### config.mk
export PLATFORM = sky130hd
export DESIGN_NAME = ita_output_writer
export DESIGN_NICKNAME = d
export VERILOG_FILES = /design/src/rtl/ita_package.sv /design/src/rtl/ita_output_writer_if.sv /design/src/rtl/ita_output_addr_gen.sv /design/src/rtl/ita_output_writer.sv
export SDC_FILE = /design/constraint.sdc
export NUM_CORES = 1
export LEC_CHECK = 0
export ABC_AREA = 1
export BUFFER_PORTS_ARGS = -buffer_cell sky130_fd_sc_hd__buf_4
export CAP_MARGIN = 10
export CORE_UTILIZATION = 60
export CTS_CLUSTER_SIZE = 16
export DETAILED_ROUTE_END_ITERATION = 8
export GPL_TIMING_DRIVEN = 0
export MAX_ROUTING_LAYER = met4
export PLACE_DENSITY = 0.91
export SLEW_MARGIN = 20
export SYNTH_ARGS = -nofsm -noshare
export SYNTH_HDL_FRONTEND = slang
export SYNTH_SLANG_ARGS = --single-unit
### constraint.sdc
create_clock -name clk_i -period 7 [get_ports clk_i]
set_clock_uncertainty 0.15 [all_clocks]
set_input_delay 1.4 -clock clk_i [delete_from_list [all_inputs] [get_ports clk_i]]
set_output_delay 1.4 -clock clk_i [all_outputs]
set_load 0.02 [all_outputs]
### src/rtl/ita_package.sv
// Shared types and sizes for the ITA output writer.
// Vector geometry plus the writer's state and address types.
package ita_package;

  localparam int unsigned N  = 16;
  localparam int unsigned WI = 8;

  typedef logic [N-1:0][WI-1:0] requant_oup_t;

  localparam int unsigned OupBytes     = N * WI / 8;
  localparam int unsigned OwrAddrWidth = 32;

  typedef logic [OwrAddrWidth-1:0] owr_addr_t;

  typedef enum logic {
    Idle,
    Run
  } owr_state_e;

endpackage

### src/rtl/ita_output_writer_if.sv
// Control/address link between the writer FSM and its
// address generator.
interface ita_output_writer_if #(
  parameter int unsigned AddrWidth = 32,
  parameter int unsigned NumWidth  = 16
) ();

  logic                 load;
  logic [AddrWidth-1:0] base;
  logic [AddrWidth-1:0] stride;
  logic [NumWidth-1:0]  rows;
  logic [NumWidth-1:0]  tiles;
  logic                 advance;
  logic                 last;
  logic [AddrWidth-1:0] addr;

  modport master (
    output load, base, stride,
    output rows, tiles, advance,
    input  last, addr
  );

  modport slave (
    input  load, base, stride,
    input  rows, tiles, advance,
    output last, addr
  );

endinterface

### src/rtl/ita_output_addr_gen.sv
// Incremental tile-major/row-minor address generator for the
// output writer: adds and compares only, no multiplier.
module ita_output_addr_gen
  import ita_package::*;
#(
  parameter int unsigned AddrWidth = 32,
  parameter int unsigned NumWidth  = 16
) (
  input logic                clk_i,
  input logic                rst_ni,
  ita_output_writer_if.slave ag
);

  localparam logic [AddrWidth-1:0] TileStep =
    AddrWidth'(OupBytes);
  localparam logic [NumWidth-1:0] One = NumWidth'(1);

  logic [NumWidth-1:0]  r_rows;
  logic [NumWidth-1:0]  r_tiles;
  logic [NumWidth-1:0]  r_row_cnt;
  logic [NumWidth-1:0]  r_tile_cnt;
  logic [AddrWidth-1:0] r_stride;
  logic [AddrWidth-1:0] r_row_addr;
  logic [AddrWidth-1:0] r_tile_base;

  logic w_row_wrap;
  logic w_tile_last;

  assign w_row_wrap  = (r_row_cnt == r_rows - One);
  assign w_tile_last = (r_tile_cnt == r_tiles - One);

  assign ag.last = w_row_wrap && w_tile_last;
  assign ag.addr = r_row_addr;

  always_ff @(posedge clk_i or negedge rst_ni) begin
    if (!rst_ni) begin
      r_rows      <= '0;
      r_tiles     <= '0;
      r_row_cnt   <= '0;
      r_tile_cnt  <= '0;
      r_stride    <= '0;
      r_row_addr  <= '0;
      r_tile_base <= '0;
    end else if (ag.load) begin
      r_rows      <= ag.rows;
      r_tiles     <= ag.tiles;
      r_row_cnt   <= '0;
      r_tile_cnt  <= '0;
      r_stride    <= ag.stride;
      r_row_addr  <= ag.base;
      r_tile_base <= ag.base;
    end else if (ag.advance) begin
      if (w_row_wrap) begin
        // next tile starts one vector width right of this one
        r_row_cnt   <= '0;
        r_tile_cnt  <= r_tile_cnt + One;
        r_tile_base <= r_tile_base + TileStep;
        r_row_addr  <= r_tile_base + TileStep;
      end else begin
        r_row_cnt  <= r_row_cnt + One;
        r_row_addr <= r_row_addr + r_stride;
      end
    end
  end

endmodule

### src/rtl/ita_output_writer.sv
// Streams ITA output vectors into memory as single-beat writes
// through a one-entry output register.
module ita_output_writer
  import ita_package::*;
#(
  parameter int unsigned AddrWidth = 32,
  parameter int unsigned NumWidth  = 16
) (
  input  logic                 clk_i,
  input  logic                 rst_ni,
  input  logic                 start_i,
  input  logic [AddrWidth-1:0] base_addr_i,
  input  logic [AddrWidth-1:0] row_stride_i,
  input  logic [NumWidth-1:0]  num_rows_i,
  input  logic [NumWidth-1:0]  num_tiles_i,
  input  logic                 oup_valid_i,
  output logic                 oup_ready_o,
  input  requant_oup_t         oup_i,
  output logic                 mem_req_o,
  input  logic                 mem_gnt_i,
  output logic [AddrWidth-1:0] mem_addr_o,
  output logic [N*WI-1:0]      mem_wdata_o,
  output logic [N*WI/8-1:0]    mem_be_o,
  output logic                 mem_we_o,
  output logic                 busy_o,
  output logic                 done_o
);

  owr_state_e           r_state;
  logic                 r_req;
  logic                 r_done;
  logic                 r_last_acc;
  logic [AddrWidth-1:0] r_addr;
  logic [N*WI-1:0]      r_data;

  logic w_cfg_ok;
  logic w_ready;
  logic w_accept;
  logic w_grant;

  ita_output_writer_if #(
    .AddrWidth(AddrWidth),
    .NumWidth (NumWidth)
  ) w_ag ();

  ita_output_addr_gen #(
    .AddrWidth(AddrWidth),
    .NumWidth (NumWidth)
  ) u_addr_gen (
    .clk_i (clk_i),
    .rst_ni(rst_ni),
    .ag    (w_ag.slave)
  );

  assign w_cfg_ok = (|num_rows_i) && (|num_tiles_i);
  assign w_grant  = r_req && mem_gnt_i;

  // output register frees up in the same cycle it is granted
  assign w_ready  = (r_state == Run) && !r_last_acc
                 && (!r_req || mem_gnt_i);
  assign w_accept = oup_valid_i && w_ready;

  assign w_ag.load    = (r_state == Idle) && start_i
                     && w_cfg_ok;
  assign w_ag.base    = base_addr_i;
  assign w_ag.stride  = row_stride_i;
  assign w_ag.rows    = num_rows_i;
  assign w_ag.tiles   = num_tiles_i;
  assign w_ag.advance = w_accept;

  assign oup_ready_o = w_ready;
  assign mem_req_o   = r_req;
  assign mem_we_o    = r_req;
  assign mem_be_o    = {(N*WI/8){r_req}};
  assign mem_addr_o  = r_addr;
  assign mem_wdata_o = r_req ? r_data : '0;
  assign busy_o      = (r_state == Run);
  assign done_o      = r_done;

  always_ff @(posedge clk_i or negedge rst_ni) begin
    if (!rst_ni) begin
      r_state    <= Idle;
      r_req      <= 1'b0;
      r_done     <= 1'b0;
      r_last_acc <= 1'b0;
      r_addr     <= '0;
      r_data     <= '0;
    end else begin
      r_done <= 1'b0;
      unique case (r_state)
        Idle: begin
          if (start_i) begin
            if (w_cfg_ok) begin
              r_state    <= Run;
              r_last_acc <= 1'b0;
            end else begin
              r_done <= 1'b1;
            end
          end
        end
        Run: begin
          if (w_accept) begin
            r_req  <= 1'b1;
            r_addr <= w_ag.addr;
            r_data <= oup_i;
            if (w_ag.last) r_last_acc <= 1'b1;
          end else if (w_grant) begin
            r_req <= 1'b0;
            if (r_last_acc) begin
              r_state    <= Idle;
              r_done     <= 1'b1;
              r_last_acc <= 1'b0;
            end
          end
        end
      endcase
    end
  end

endmodule

==> results of run 1 <==
## through the flow
stage | util, % | hold WS, ns | power, mW
finish | 77.0 | 0.315 | 9.26
global route | 77.0 | 0.342 | 9.85
global placement | 72.7 | 0.299 | 7.12
floorplan | - | 0.287 | 5.65
CTS | 76.9 | 0.318 | 9.17
detailed placement | 73.1 | 0.304 | 7.25
## layer usage
layer | GRT usage, % | up-vias | part of all wire (%)
met5 | - | - | 0
li1 | - | 9177 | -
met2 | 64.0 | 1041 | 46
met1 | 51.9 | 9103 | 40
met4 | 21.5 | 0 | 5.6
met3 | 9.27 | 236 | 8.8
## cell usage in the layout, fill, tap and decap left out, types with 11 or more instances in the layout
cell,synthesis,layout
nor3_1,25,25
xor2_1,65,65
nor2_1,158,157
o21ai_0,140,140
xnor2_1,21,21
a21boi_0,11,11
clkbuf_1,76,84
nand3_1,128,128
ha_1,36,36
dfrtp_1,324,324
nand4_1,24,24
inv_1,314,314
buf_4,19,427
a21oi_1,55,55
o21ai_1,26,26
nand3b_1,11,11
nand2_1,1162,1162
clkbuf_16,0,36
## worst max-delay path, delay by kind of cell, from the launching register on
family,cells,cell delay (ns)
and+or+nand+nor,1,0.25
buffers and inverters,4,1.40
DFF,1,0.81
## cell families after synthesis
logic type | count (synthesis)
AND/OR/NAND/NOR | 1543
buffers and inverters | 434
flip-flops | 324
AO/OA/AOI/OAI | 263
XOR/XNOR | 86
adder cells (fa/ha/maj) | 37
## worst max-delay path by stage
stage                        startpoint  cells past startpoint                       to  slack (ns)
after floorplan               mem_gnt_i                      3              oup_ready_o        3.69
after global placement           rst_ni                      1               r_data[19]        1.55
after detailed placement  num_rows_i[7]                     13  u_addr_gen.r_stride[25]        2.59
after CTS                     mem_req_o                      5          mem_wdata_o[61]        2.52
after global routing          mem_req_o                      5          mem_wdata_o[24]        2.32
final                         mem_req_o                      5          mem_wdata_o[61]        2.45
## power by group
group          switching, mW  total [mW]  internal [mW]
logic                   2.79        4.39           1.60
registers              0.508        2.98           2.47
clock network          0.777        1.88           1.11
## area by class of cell
cell class                 instances  area share [%]
antenna                            8          0.0850
buffer                           115            2.34
clock buffer                      52            4.42
clock inverter                     9           0.494
inverter                         319            5.08
multi-input combinational       1929            37.5
sequential                       324            34.4
tap                              396            2.10
timing repair buffer             413            13.5
## registers in the layout, indices dropped and copies added (netlist names)
name                    cells
busy_o                      1
u_addr_gen.r_tile_base     32
mem_req_o                   1
u_addr_gen.r_tiles         16
u_addr_gen.r_stride        32
u_addr_gen.ag.addr         32
done_o                      1
u_addr_gen.r_rows          16
u_addr_gen.r_tile_cnt      16
mem_addr_o                 32
u_addr_gen.r_row_cnt       16
r_last_acc                  1
r_data                    128
==> results.yml, run 1 <==
clock_tree:
  tritoncts: "done"
  clk_pin_slew_ns: 0.06
  cts_resized: 0
  clock_sinks: 324
  cts_root_buf: "clkbuf_16"
  insertion_delay_ns: 0.53
  cts_setup_buffers: 0
  cts_max_path_buffers: 3
  cts_inserted_buffers: 35
  cts_hold_buf: 0
  cts_htree_levels: 2
synthesis:
  synthArstFlopShare_pct: 100
  yosysTopAreaCellShare_pct: 43.4
  synth_area_leaders: "dfrtp_1, nand2_1, inv_1"
  synth_top_area_cell: "dfrtp_1"
  synth_top_family_by_area: "simple AND/OR/NAND/NOR gates"
  synth_mux_area_share_pct: 0
  syn_nets: 2953
  synth_warnings: 0
  ys_seq_area_share_pct: 43.4
  synth_compound_area_share_pct: 7.57
  synth_xor_xnor_area_share_pct: 4.03
  syn-cell-area_um2: 18700
  synth_simple_gate_area_share_pct: 33.1
  synth-seq-cells: 324
  avgSynthCellArea_um2: 6.95
  yosys.cell_count.top_type: "nand2_1"
  synth-edff-count: 0
  yosys.area_share.adder_pct: 2.52
  syn_inst: 2687
  synth_commonest_cells: "nand2_1, dfrtp_1, inv_1"
  synth_cell_type_count: 43
  synth_flop_cell: "dfrtp_1"
critical_path:
  rr_endpoint: "mem_req_o"
  crit_arrival_ns: 3.00
  cp_max_fo: 22
  path_class: "register to primary output"
  endpoint_kind: "primary output"
  cp_common_cell: "clkbuf_1"
  slowest_stage: "dfrtp_1"
  max_stage_delay_ns: 0.81
  rr_startpoint: "mem_req_o"
  r2r_slack_ns: 3.36
  cp.required_ns: 5.45
  path_cells: "clkbuf_1 > clkbuf_1 > nand2_1 > inv_1 > buf_4"
  reg2reg_depth: 8
  critPathLaunchType: "register"
global_route:
  track_usage_pct: 41.8
  grt_pass1_wl_um: 98300
  antenna_found_initial: 6
  grt_pass1_vias: 18500
  grt_start_max_net_pins: 80
  grt-ovfl-total: 0
layout:
  final_cell_count_no_fill: 3565
  multiInputGateArea_um2: 8830
  fin_nets: 3403
  area_growth_pct: 26.0
  seqCellArea_um2: 8110
  drive_above_1_share_pct: 16.7
  fin_area_um2: 23600
  fill_cells: 2245
place:
  dp_hpwl_um: 50200
  postPlaceCellArea_um2: 22400
  finalWeightedCongestion: 0.993
  place_ws_ns: 2.59
  io_buffers: 409
  dp_cells: 3496
route:
  antenna_left: 0
  post_drt_wl_per_cell_um: 18.3
  viasPerCell: 5.49
  first_pass_iters: 5
  routed_wirelength_um: 65100
  drt_iter0_markers: 1741
  drc: 0
  dr_total_vias: 19600
sta:
  slew_headroom_pct: 26.0
  layout_setup_ws_ns: 2.45
  setup_tns_ns: 0
  post-route-min-period_ns: 4.55
  setup_viol: 0
  rsz0062_at_grt: "no"
  final_hold_viol_count: 0
  drv_slew: 0
  max_freq_mhz: 220
  timing.final.crit_share_pct: 65.0
  tightest_slew_ns: 1.11
power:
  leakagePower_nw: 13.4
  power_per_cell_area_nw_per_um2: 393
  ir_worst_vdd_v: 0.000285
hold_path:
  hold_path_end: "u_addr_gen.r_tile_base[3]"
  hp-start: "u_addr_gen.r_tile_base[3]"
  hold_depth: 2
  hp-class: "register to register"
flow_run:
  maxCapViolCount: 0
floorplanning:
  die_h_um: 178
  rows: 64
  io_pins: 410
  die_w_um: 178
  die_area_um2: 31900
  initial_utilization_pct: 61.1
  core_region_area_um2: 30600
status:
  status: "completed"
Power figures use the tool's default switching activity.
==> inputs of run 2 (changes only) <==
--- a/config.mk
+++ b/config.mk
@@ -5,15 +5,15 @@
 export SDC_FILE = /design/constraint.sdc
 export NUM_CORES = 1
 export LEC_CHECK = 0
-export ABC_AREA = 1
+export ABC_AREA = 0
 export BUFFER_PORTS_ARGS = -buffer_cell sky130_fd_sc_hd__buf_4
 export CAP_MARGIN = 10
-export CORE_UTILIZATION = 60
+export CORE_UTILIZATION = 50
 export CTS_CLUSTER_SIZE = 16
 export DETAILED_ROUTE_END_ITERATION = 8
 export GPL_TIMING_DRIVEN = 0
 export MAX_ROUTING_LAYER = met4
-export PLACE_DENSITY = 0.91
+export PLACE_DENSITY = 0.82
 export SLEW_MARGIN = 20
 export SYNTH_ARGS = -nofsm -noshare
 export SYNTH_HDL_FRONTEND = slang
==> constraint.sdc (replaced) <==
create_clock -name clk_i -period 4.1 [get_ports clk_i]
set_clock_uncertainty 0.15 [all_clocks]
set_input_delay 0.82 -clock clk_i [delete_from_list [all_inputs] [get_ports clk_i]]
set_output_delay 0.82 -clock clk_i [all_outputs]
set_load 0.02 [all_outputs]
==> run 2 against run 1 <==
Net effect: clock power is 91% higher; total power is 54% higher; worst hold slack worse by 0.19 ns; critical endpoint is now u_addr_gen.r_tile_cnt[4]; synthesized area is 5.6% lower; combinational power is 33% higher; utilization is 11 points lower; highest routed layer unchanged; wire length is 6.7% lower; synthesized cell count is 21% lower; setup slack worse by 2.3 ns; flip-flop and latch count stayed put; cell count is 14% lower.
==> results.yml, run 2 <==
place:
  finalWeightedCongestion: 0.932
  io_buffers: 409
  place_ws_ns: -0.262
  dp_hpwl_um: 45500
layout:
  multiInputGateArea_um2: 8870
  mostFrequentLayoutCells: "nand2_1, buf_4, dfrtp_1"
  fin_util_pct: 65.8
  fin_nets: 2848
  drive_above_1_share_pct: 20.3
  final_common_cell: "nand2_1"
  largest_reg_flops: 128
  area_growth_pct: 29.3
  largest_register: "r_data"
  fill_cells: 2857
  seqCellArea_um2: 8110
clock_tree:
  insertion_delay_ns: 0.53
  cts_inserted_buffers: 37
  cts_max_path_buffers: 3
  cts_hold_buf: 0
  cts_htree_levels: 2
  tritoncts: "done"
  cts_root_buf: "clkbuf_16"
  clock_sinks: 324
  clk_pin_slew_ns: 0.06
sta:
  slew_headroom_pct: 32.4
  max_freq_mhz: 253
  tightest_slew_ns: 1.01
  whs_ns: 0.129
  timing.final.crit_share_pct: 96.4
  final_hold_viol_count: 0
  layout_setup_ws_ns: 0.146
  setup_viol: 0
  rsz0062_at_grt: "yes"
  post-route-min-period_ns: 3.95
  drv_slew: 0
critical_path:
  cp_common_cell: "buf_2"
  critPathLaunchType: "register"
  path_class: "register to register"
  slowest_stage: "or4_1"
  cp_max_fo: 10
  path_cells: "inv_1 > ha_2 > or4b_1 > buf_2 > nor4_1 > mux2i_1 > a311o_1 > nand4b_1 > or4_1 > buf_2 > or3_1 > a21oi_1"
  max_stage_delay_ns: 0.48
  crit_arrival_ns: 4.24
  endpoint_kind: "register"
  cp.required_ns: 4.39
synthesis:
  yosysTopAreaCellShare_pct: 46.0
  synthArstFlopShare_pct: 100
  synth_cell_type_count: 70
  ys_seq_area_share_pct: 46.0
  syn_inst: 2127
  syn-cell-area_um2: 17600
  synth_top_area_cell: "dfrtp_1"
  yosys.cell_count.top_type: "nand2_1"
  synth_warnings: 0
  synth_flop_cell: "dfrtp_1"
  avgSynthCellArea_um2: 8.29
  synth-edff-count: 0
  synth-seq-cells: 324
  syn_nets: 2393
  synth_area_leaders: "dfrtp_1, nand2_1, and2_1"
  synth_commonest_cells: "nand2_1, dfrtp_1, and2_1"
power:
  total_power_mw: 14.3
  ir_worst_vdd_v: 0.000356
  leakagePower_nw: 11.4
  power_per_cell_area_nw_per_um2: 627
global_route:
  track_usage_pct: 34.2
  grt_start_max_net_pins: 94
  grt_pass1_wl_um: 92900
  grt_pass1_vias: 17100
  antenna_found_initial: 6
  grt-ovfl-total: 0
route:
  drc: 0
  dr_total_vias: 17400
  antenna_left: 0
  routed_wirelength_um: 60800
  first_pass_iters: 5
  drt_iter0_markers: 1519
  post_drt_wl_per_cell_um: 19.8
  viasPerCell: 5.67
floorplanning:
  die_area_um2: 36000
  initial_utilization_pct: 50.9
  rows: 68
  die_h_um: 190
  die_w_um: 190
  core_region_area_um2: 34600
  io_pins: 410
status:
  status: "completed"
flow_run:
  maxCapViolCount: 0
hold_path:
  hp-class: "primary input to asynchronous set/reset pin"
[run 2: changes by cell type in the layout (fill, tap and decap cells not counted), sizes merged, moves of 69 or more]
cell / before / now
and2: 1 / 137
inv: 320 / 31
nand2: 1166 / 724
nand3: 130 / 61
nor2: 165 / 72
o21ai: 168 / 77
[run 2: stage by stage]
| step | cells | instance area, um^2 | setup TNS, ns |
|---|---|---|---|
| CTS | 3062 | 22700 | 0 |
| detailed placement | 2994 | 21400 | -3.25 |
| floorplan | 2127 | 17600 | 0 |
| global placement | 2991 | 21300 | -291.86 |
| global route | 3071 | 22800 | -0.0681 |
| finish | 3072 | 22800 | 0 |
[run 2: kinds of logic after synthesis]
group                    share of synthesized area, %
adder cells (fa/ha/maj)                          2.67
multiplexers                                    0.915
AO/OA/AOI/OAI                                    10.8
flip-flops                                       46.0
XOR/XNOR                                         5.02
buffers and inverters                            3.94
AND/OR/NAND/NOR                                  30.7
[run 2: repair_timing]
item	in CTS	in global routing
pin swaps	1	0
gates resized for setup	6	13
cloned	0	0
setup buffers	1	3
setup endpoints to repair	44	82
[run 2: path summary, 6_finish.rpt]
check	from	end	slack, ns	cells after the start
worst max-delay path	u_addr_gen.r_rows[0]	u_addr_gen.r_tile_cnt[4]	0.15	12
worst min-delay path	rst_ni	mem_addr_o[16]	0.13	1
worst max register to register	u_addr_gen.r_rows[0]	u_addr_gen.r_tile_cnt[4]	0.15	12
worst min register to register	r_data[74]	r_data[74]	0.32	2
max in group asynchronous	rst_ni	r_data[36]	2.66	2
min in group clk_i	r_data[74]	r_data[74]	0.32	2
[run 2: layout make-up]
class / count / area share [%]
Antenna cell: 7 / 0.0768
Buffer: 137 / 2.62
Clock buffer: 51 / 4.87
Clock inverter: 16 / 0.977
Inverter: 29 / 0.477
Multi-Input combinational cell: 1637 / 38.9
Sequential cell: 324 / 35.6
Tap cell: 455 / 2.50
Timing Repair Buffer: 416 / 14.0
[run 2: critical path, delay by kind of cell, from the launching register on]
family | cells | cell delay, ns
compound gates | 2 | 0.44
fa+ha+maj | 1 | 0.28
buf+inv | 3 | 0.47
flops | 1 | 0.45
mux | 1 | 0.23
simple gates | 5 | 1.84
[run 2: metal layers]
metal	share of wire, %	GRT usage [%]	vias to the layer above
met3	7.8	5.46	174
li1	-	-	8063
met1	39	41.2	8340
met5	0	-	-
met4	5.0	17.5	0
met2	48	55.5	853
[run 2: power breakdown]
group / switching (mW) / internal, mW / total (mW)
registers: 0.796 / 4.09 / 4.88
clock network: 1.38 / 2.22 / 3.60
logic: 3.40 / 2.42 / 5.82
